## config.mk

```make
export PLATFORM = sky130hd
export DESIGN_NAME = stream_mux_rr_flat
export DESIGN_NICKNAME = d
export VERILOG_FILES = /design/src/rtl/stream_mux_rr_pkg.sv /design/src/rtl/stream_mux_rr_if.sv /design/src/rtl/stream_mux_rr_pick.sv /design/src/rtl/stream_mux_rr.sv /design/src/flat_wrapper.sv
export SDC_FILE = /design/constraint.sdc
export NUM_CORES = 1
export LEC_CHECK = 0
export BUFFER_PORTS_ARGS = -buffer_cell sky130_fd_sc_hd__buf_2
export CAP_MARGIN = 25
export CORE_MARGIN = 1
export CORE_UTILIZATION = 42
export DETAILED_ROUTE_END_ITERATION = 8
export GPL_TIMING_DRIVEN = 0
export PLACE_DENSITY = 0.81
export SLEW_MARGIN = 15
export SYNTH_ARGS = -nofsm -noshare
export SYNTH_HDL_FRONTEND = slang
export SYNTH_SLANG_ARGS = --single-unit
```

## constraint.sdc

```tcl
create_clock -name clk -period 1.9 [get_ports clk]
set_clock_uncertainty 0.05 [all_clocks]
set_input_delay 0.38 -clock clk [delete_from_list [all_inputs] [get_ports clk]]
set_output_delay 0.38 -clock clk [all_outputs]
set_load 0.005 [all_outputs]
```

## src/rtl/stream_mux_rr_pkg.sv

```systemverilog
// Shared definitions for the stream_mux_rr block: arbitration mode encodings.
package stream_mux_rr_pkg;

    typedef enum int {
        MODE_SEL = 0,
        MODE_RR  = 1
    } mux_mode_e;

endpackage

```

## src/rtl/stream_mux_rr_if.sv

```systemverilog
// Producer/consumer handshake bundle for stream_mux_rr; the mux uses the slave view.
interface stream_mux_rr_if #(
    parameter int WIDTH    = 32,
    parameter int CHANNELS = 4
);
    import stream_mux_rr_pkg::*;

    localparam int SEL_W = $clog2(CHANNELS);

    logic [CHANNELS-1:0]       in_valid;
    logic [CHANNELS*WIDTH-1:0] in_data;
    logic [CHANNELS-1:0]       in_ready;
    logic [SEL_W-1:0]          sel;
    logic                      out_valid;
    logic [WIDTH-1:0]          out_data;
    logic [SEL_W-1:0]          out_chan;
    logic                      out_ready;

    modport slave (
        input  in_valid, in_data, sel, out_ready,
        output in_ready, out_valid, out_data, out_chan
    );

    modport master (
        output in_valid, in_data, sel, out_ready,
        input  in_ready, out_valid, out_data, out_chan
    );

endinterface

```

## src/rtl/stream_mux_rr_pick.sv

```systemverilog
// Rotate-priority encoder: first set request after ptr, wrapping at CHANNELS-1 -> 0.
module rr_pick
    import stream_mux_rr_pkg::*;
#(
    parameter  int CHANNELS = 4,
    localparam int SEL_W    = $clog2(CHANNELS)
) (
    input  logic [CHANNELS-1:0] req,
    input  logic [SEL_W-1:0]    ptr,
    output logic [SEL_W-1:0]    gnt,
    output logic                any
);

    always_comb begin
        logic [SEL_W:0] idx;
        gnt = '0;
        any = 1'b0;
        idx = '0;
        // Walk from the farthest candidate back so the nearest one after ptr wins.
        for (int k = CHANNELS; k >= 1; k--) begin
            idx = {1'b0, ptr} + (SEL_W+1)'(k);
            if (idx >= (SEL_W+1)'(CHANNELS)) begin
                idx = idx - (SEL_W+1)'(CHANNELS);
            end
            if (req[idx[SEL_W-1:0]]) begin
                gnt = idx[SEL_W-1:0];
                any = 1'b1;
            end
        end
    end

endmodule

```

## src/rtl/stream_mux_rr.sv

```systemverilog
// N-channel valid/ready stream mux with one registered output stage and
// either external-select or round-robin arbitration.
module stream_mux_rr
    import stream_mux_rr_pkg::*;
#(
    parameter int WIDTH    = 32,
    parameter int CHANNELS = 4,
    parameter int MODE     = 0
) (
    input  logic           clk,
    input  logic           reset_n,
    stream_mux_rr_if.slave bus
);

    localparam int SEL_W = $clog2(CHANNELS);

    logic [WIDTH-1:0]    ch_data [CHANNELS];
    logic [SEL_W-1:0]    gnt;
    logic                gnt_vld;
    logic                can_load;
    logic                xfer_in;
    logic                xfer_out;
    logic [CHANNELS-1:0] in_ready_o;

    logic                out_valid_q, out_valid_d;
    logic [WIDTH-1:0]    out_data_q,  out_data_d;
    logic [SEL_W-1:0]    out_chan_q,  out_chan_d;

    for (genvar i = 0; i < CHANNELS; i++) begin : g_unpack
        assign ch_data[i] = bus.in_data[i*WIDTH +: WIDTH];
    end

    if (MODE == int'(MODE_RR)) begin : g_rr
        logic [SEL_W-1:0] rr_ptr_q, rr_ptr_d;
        logic             pick_any;
        logic             unused_sel;

        rr_pick #(.CHANNELS(CHANNELS)) u_pick (
            .req (bus.in_valid),
            .ptr (rr_ptr_q),
            .gnt (gnt),
            .any (pick_any)
        );

        assign gnt_vld    = pick_any;
        assign unused_sel = ^bus.sel;

        // Pointer only advances on an accepted word, so idle cycles never skip a channel.
        always_comb begin
            rr_ptr_d = rr_ptr_q;
            if (xfer_in) begin
                rr_ptr_d = gnt;
            end
        end

        always_ff @(posedge clk) begin
            if (!reset_n) begin
                rr_ptr_q <= SEL_W'(CHANNELS - 1);
            end else begin
                rr_ptr_q <= rr_ptr_d;
            end
        end
    end else begin : g_sel
        assign gnt     = bus.sel;
        assign gnt_vld = ({1'b0, bus.sel} < (SEL_W+1)'(CHANNELS));
    end

    // Reset also closes the input side so no producer sees a handshake that gets dropped.
    assign can_load = reset_n & (~out_valid_q | bus.out_ready);
    assign xfer_in  = gnt_vld & can_load & bus.in_valid[gnt];
    assign xfer_out = out_valid_q & bus.out_ready;

    always_comb begin
        in_ready_o = '0;
        for (int i = 0; i < CHANNELS; i++) begin
            in_ready_o[i] = gnt_vld & can_load & (gnt == SEL_W'(i));
        end
    end

    always_comb begin
        out_valid_d = out_valid_q;
        out_data_d  = out_data_q;
        out_chan_d  = out_chan_q;
        if (xfer_in) begin
            out_valid_d = 1'b1;
            out_data_d  = ch_data[gnt];
            out_chan_d  = gnt;
        end else if (xfer_out) begin
            out_valid_d = 1'b0;
        end
    end

    always_ff @(posedge clk) begin
        if (!reset_n) begin
            out_valid_q <= 1'b0;
            out_data_q  <= '0;
            out_chan_q  <= '0;
        end else begin
            out_valid_q <= out_valid_d;
            out_data_q  <= out_data_d;
            out_chan_q  <= out_chan_d;
        end
    end

    assign bus.in_ready  = in_ready_o;
    assign bus.out_valid = out_valid_q;
    assign bus.out_data  = out_data_q;
    assign bus.out_chan  = out_chan_q;

endmodule

```

## src/flat_wrapper.sv

```systemverilog
// flat-port wrapper written by rule: the top's interface ports become plain ports
module stream_mux_rr_flat import stream_mux_rr_pkg::*;
#(
    parameter int WIDTH    = 32,
    parameter int CHANNELS = 4,
    parameter int MODE     = 0
)
  (clk, reset_n, bus_in_valid, bus_in_data, bus_sel, bus_out_ready, bus_in_ready, bus_out_valid, bus_out_data, bus_out_chan);
  stream_mux_rr_if #(.WIDTH(WIDTH), .CHANNELS(CHANNELS)) bus_i ();
  input  logic clk;
  input  logic reset_n;
  input wire logic [$bits(bus_i.in_valid)-1:0] bus_in_valid;
  input wire logic [$bits(bus_i.in_data)-1:0] bus_in_data;
  input wire logic [$bits(bus_i.sel)-1:0] bus_sel;
  input wire logic [$bits(bus_i.out_ready)-1:0] bus_out_ready;
  output wire logic [$bits(bus_i.in_ready)-1:0] bus_in_ready;
  output wire logic [$bits(bus_i.out_valid)-1:0] bus_out_valid;
  output wire logic [$bits(bus_i.out_data)-1:0] bus_out_data;
  output wire logic [$bits(bus_i.out_chan)-1:0] bus_out_chan;
  assign bus_i.in_valid = bus_in_valid;
  assign bus_i.in_data = bus_in_data;
  assign bus_i.sel = bus_sel;
  assign bus_i.out_ready = bus_out_ready;
  assign bus_in_ready = bus_i.in_ready;
  assign bus_out_valid = bus_i.out_valid;
  assign bus_out_data = bus_i.out_data;
  assign bus_out_chan = bus_i.out_chan;
  stream_mux_rr #(.WIDTH(WIDTH), .CHANNELS(CHANNELS), .MODE(MODE)) u_core (.clk(clk), .reset_n(reset_n), .bus(bus_i));
endmodule
```

# [Yosys cells after proc, flatten, opt, wreduce, memory -nomap -nowiden]
# Cells that the tools add are included.
[word_totals] regBits=35 output_inout_bits=39 wordCells=27
[classes] magnitude_cmp=2 n_eq_ne=3 mux=7 bitwise=10 n_reduce_logical=2
[ops] cell="$bmux W32 S2" count=1
[ops] cell="$mux W32" count=2
[ops] cell="$and A1 B1 Y1" count=7
[ops] cell="$eq A2 B2 Y1 const B" count=2
[ops] cell="$ge A3 B3 Y1 const B" count=1
[ops] cell="$lt A2 B3 Y1 const B" count=1
[ops] cell="$mux W1" count=3
[ops] cell="$not A2 Y3" count=1
[ops] cell="$bmux W1 S2" count=1
[ops] cell="$eq A2 B1 Y1 const B" count=1
[ops] cell="$logic_not A2 Y1" count=1
[ops] cell="$reduce_bool A2 Y1" count=1
[ops] cell="$not A1 Y1" count=1
[ops] cell="$or A1 B1 Y1" count=1

# [Logic depth before layout (Yosys ltp)]
[logic_depth] ltp_word=5 ltp_mapped=6 ltp_nobuf=3

# [Worst setup path after synthesis]
# Ideal clock, no wire load.
[synth_path] path_kind="input port to output port" startpoint="input bus_out_ready" endpoint="output bus_in_ready[0]" t_arrival_ns=1.439 t_required_ns=1.470 slack_ns=0.031 stages=6 path_cell_list="nand2b_1 > clkbuf_1 > clkbuf_1 > buf_1 > nand2_1 > nor3_1"
[synth_via] elab_chain_cells=3
[synth_rtl] element="from (decl)" line="flat_wrapper.sv:15" text="input wire logic [$bits(bus_i.out_ready)-1:0] bus_out_ready;"
[synth_rtl] element="$or A1 B1 Y1" line="stream_mux_rr.sv:69" text="assign can_load = reset_n & (~out_valid_q | bus.out_ready);"
[synth_rtl] element="$and A1 B1 Y1" line="stream_mux_rr.sv:69"
[synth_rtl] element="$and A1 B1 Y1" line="stream_mux_rr.sv:76" text="in_ready_o[i] = gnt_vld & can_load & (gnt == SEL_W'(i));"
[synth_rtl] element="to (decl)" line="flat_wrapper.sv:16" text="output wire logic [$bits(bus_i.in_ready)-1:0] bus_in_ready;"
# Every way passes these cells.

# [Worst setup path after layout]
[layout_path] startpoint="register u_core.out_valid_q (netlist: u_core.bus.out_valid)" endpoint="output bus_in_ready[3]"
[layout_via] elab_chain_cells=4
[layout_rtl] element="from (decl)" line="stream_mux_rr.sv:25" text="logic out_valid_q, out_valid_d;"
[layout_rtl] element="from (signal assigned)" line="stream_mux_rr.sv:99" text="out_valid_q <= out_valid_d;"
[layout_rtl] element="$not A1 Y1" line="stream_mux_rr.sv:69"
[layout_rtl] element="$or A1 B1 Y1" line="stream_mux_rr.sv:69"
[layout_rtl] element="$and A1 B1 Y1" line="stream_mux_rr.sv:69"
[layout_rtl] element="$and A1 B1 Y1" line="stream_mux_rr.sv:76"
# Every way passes these cells.

==> flow_summary.yaml <==
power:
  power_frac_seq: 0.375
  power.switching_uw: 597.2
  max-vdd-ir-drop_uv: 449.7
  p_int_uw: 1559
  leakagePower_uw: 0.001641
  power_density_mw_per_mm2: 596.0
  totalPowerFinal_uw: 2157
  switching_share: 0.2769
  power_frac_clock: 0.327
  p_comb_frac: 0.298
clocking:
  htree_num_levels: 2
  clockBufferDepth: 2
  cts_tree: "done"
  cts.sinks: 35
  cts_made_buffers: 5
  cts_setup_buffers: 0
  worstSkewPairLatency_ns: 0.29
  cts_hold_buf: 0
  cts_root_buf: "clkbuf_8"
  cts.reportedPaths.clkPinSlew_ns: 0.07
yosys:
  synth_top_area_cell: "mux4_2"
  synthesis.nets: 383
  synth_compound_area_frac: 0.2111
  synth_seq_cells: 35
  synth_fa_ha_area_frac: 0
  syn_area_mm2: 0.002531
  synth_cells: 246
  synthXorXnorAreaFrac: 0
  synthMuxAreaShare: 0.3015
  synth_top_family_by_area: "multiplexers"
  synth_area_leaders: "mux4_2 29%, dfxtp_1 28%, a31o_2 8.7%"
  synth_top_area_share: 0.2936
  yosys.area_share.simple: 0.09738
  syn_area_per_cell_um2: 10.29
  synth_cell_types: 20
  synth_seq_area_share: 0.2768
  yosys_warnings: 0
die:
  io_pins: 176
  die_x_um: 79.63
  die_y_um: 79.63
  core_region_area_mm2: 0.005642
  start_util: 0.4487
  dieArea_mm2: 0.006341
  rows: 27
setup_path:
  crit_fanout: 10
  start_kind: "register"
  path_buf_inv: 2
  slowest_delay_ns: 0.35
  critPathCaptureType: "primary output"
  cp_cell_sequence: "nand2b_4 -> buf_4 -> nand3_1 -> nor2_1 -> buf_2"
  arrival_ns: 1.33
  crit_required_ns: 1.47
  crit_family: "simple AND/OR/NAND/NOR gates"
  crit_type: "register to primary output"
  cp_slowest_cell: "dfxtp_1"
placement:
  dp.cells: 490
  portBuffers: 172
  place.detailed.hpwl_um: 6826
  dp_slack_ns: -0.4733
  gp_congestion: 0.8726
finish:
  multiInputGateArea_mm2: 0.001551
  antenna_cells: 0
  final_common_cell: "buf_2"
  layout_common_cells: "179 x buf_2, 35 x dfxtp_1, 34 x inv_1"
  post-route-util: 0.6414
  instances_no_fill: 496
  drive_above_1_share: 0.6014
  nets: 560
  fillers: 495
  final-seq-area_um2: 700.7
  syn_to_final_growth_pct: 42.96
detailed_routing:
  remaining_drc_errors: 0
  post_drt_wl_per_cell_um: 16.94
  drt_pass1_iterations: 5
  routed_wl_um: 8400
  dr.first_iter.drc_count: 132
  vias: 2780
  via_per_inst: 5.605
  ant_nets: 0
sta:
  fin_ws_ns: 0.1410
  maxSlewViolCount: 0
  relSlewSlack: 0.5307
  min_period_over_period: 0.9258
  finalSetupViolCount: 0
  min_period_ns: 1.759
  whs_ns: 0.3802
  hold_violations: 0
  tightest_slew_ns: 0.7040
  fmax_ghz: 0.5685
grt:
  grt_pass1_wl_um: 12880
  grt_pass1_vias: 2738
  grt_start_max_net_pins: 12
  grt-ovfl-total: 0
  antenna_found_initial: 0
  grt_use_total: 0.2688
worst_hold_path:
  min_path_type: "primary input to register"
outcome:
  status: "complete, no violations"
run:
  cap_violations: 0
[state kept, by name, indices dropped and copies added, names as in the netlist]
signal / flops
u_core.bus.out_data: 32
u_core.bus.out_chan: 2
u_core.bus.out_valid: 1
[routing by layer]
metal / GRT usage / wire (µm) / vias to the layer above
met5: 0 / 0 / -
met4: 0.1182 / 241 / 0
met1: 0.2970 / 3154 / 1310
met3: 0.04343 / 578 / 23
met2: 0.5000 / 4426 / 150
li1: - / - / 1297
[cells in the mapped netlist]
library cell   n
inv_1         34
a31o_2        25
dfxtp_1       35
buf_2          7
o22ai_1        1
a21boi_0      26
mux4_2        33
a21boi_1       7
buf_1          5
nor2_1         2
nor3_1         2
clkbuf_1      19
a31o_1         7
nand3_1        1
nand2_1        3
nand2b_1       1
mux2i_1        2
and3_1         1
buf_6          3
nand4_1       32
[final timing paths]
path / slack [ns] / cells after the start / start / to
max: 0.14 / 5 / u_core.bus.out_valid$_SDFFE_PN0P_ / bus_in_ready[3]
min reg2reg: 0.41 / 2 / u_core.bus.out_chan[1]$_SDFFE_PN0P_ / u_core.bus.out_chan[1]$_SDFFE_PN0P_
min: 0.38 / 3 / bus_in_valid[2] / u_core.bus.out_chan[1]$_SDFFE_PN0P_
max reg2reg: 0.35 / 5 / u_core.bus.out_valid$_SDFFE_PN0P_ / u_core.bus.out_data[29]$_SDFFE_PN0P_
[metrics by stage]
stage / area, µm² / TNS (ns)
5_1_grt: 3618 / -0.004535
6_report: 3618 / 0
2_1_floorplan: 2531 / 0
3_3_place_gp: 3482 / -3.101
4_1_cts: 3621 / 0
3_5_place_dp: 3482 / -3.281
[layout make-up]
cell class / count / share of cell area
well taps: 72 / 0.02490
clock buffers: 6 / 0.02282
plain buffers: 32 / 0.04703
clock inverters: 2 / 0.009682
repair buffers: 172 / 0.2379
inverters: 34 / 0.03527
multi-input cells: 143 / 0.4288
flip-flops and latches: 35 / 0.1936
[worst min-delay path, cell delays in order]
cell	delay, ns
buf_2	0.09
mux2i_1	0.06
o22ai_1	0.14
[logic make-up (layout without fill, tap and decap cells)]
kind of cell / count (synthesis) / count (layout)
AO/OA/AOI/OAI: 66 / 66
flip-flops: 35 / 35
buffers and inverters: 68 / 246
AND/OR/NAND/NOR: 42 / 42
multiplexers: 35 / 35
[power groups by stage]
stage          sequential [µW]  clock (µW)  combinational (µW)
2_1_floorplan              830           0                 359
3_3_place_gp               823           0                 618
3_5_place_dp               826           0                 636
4_1_cts                    810         711                 644
5_1_grt                    814         746                 699
6_report                   810         704                 643
[timing repair]
item | in CTS | in global routing
endpoints found under the setup margin | 6 | 4
resized for setup | 10 | 6
pin swaps | 0 | 0
No activity file was read; power rests on OpenSTA's default activity.
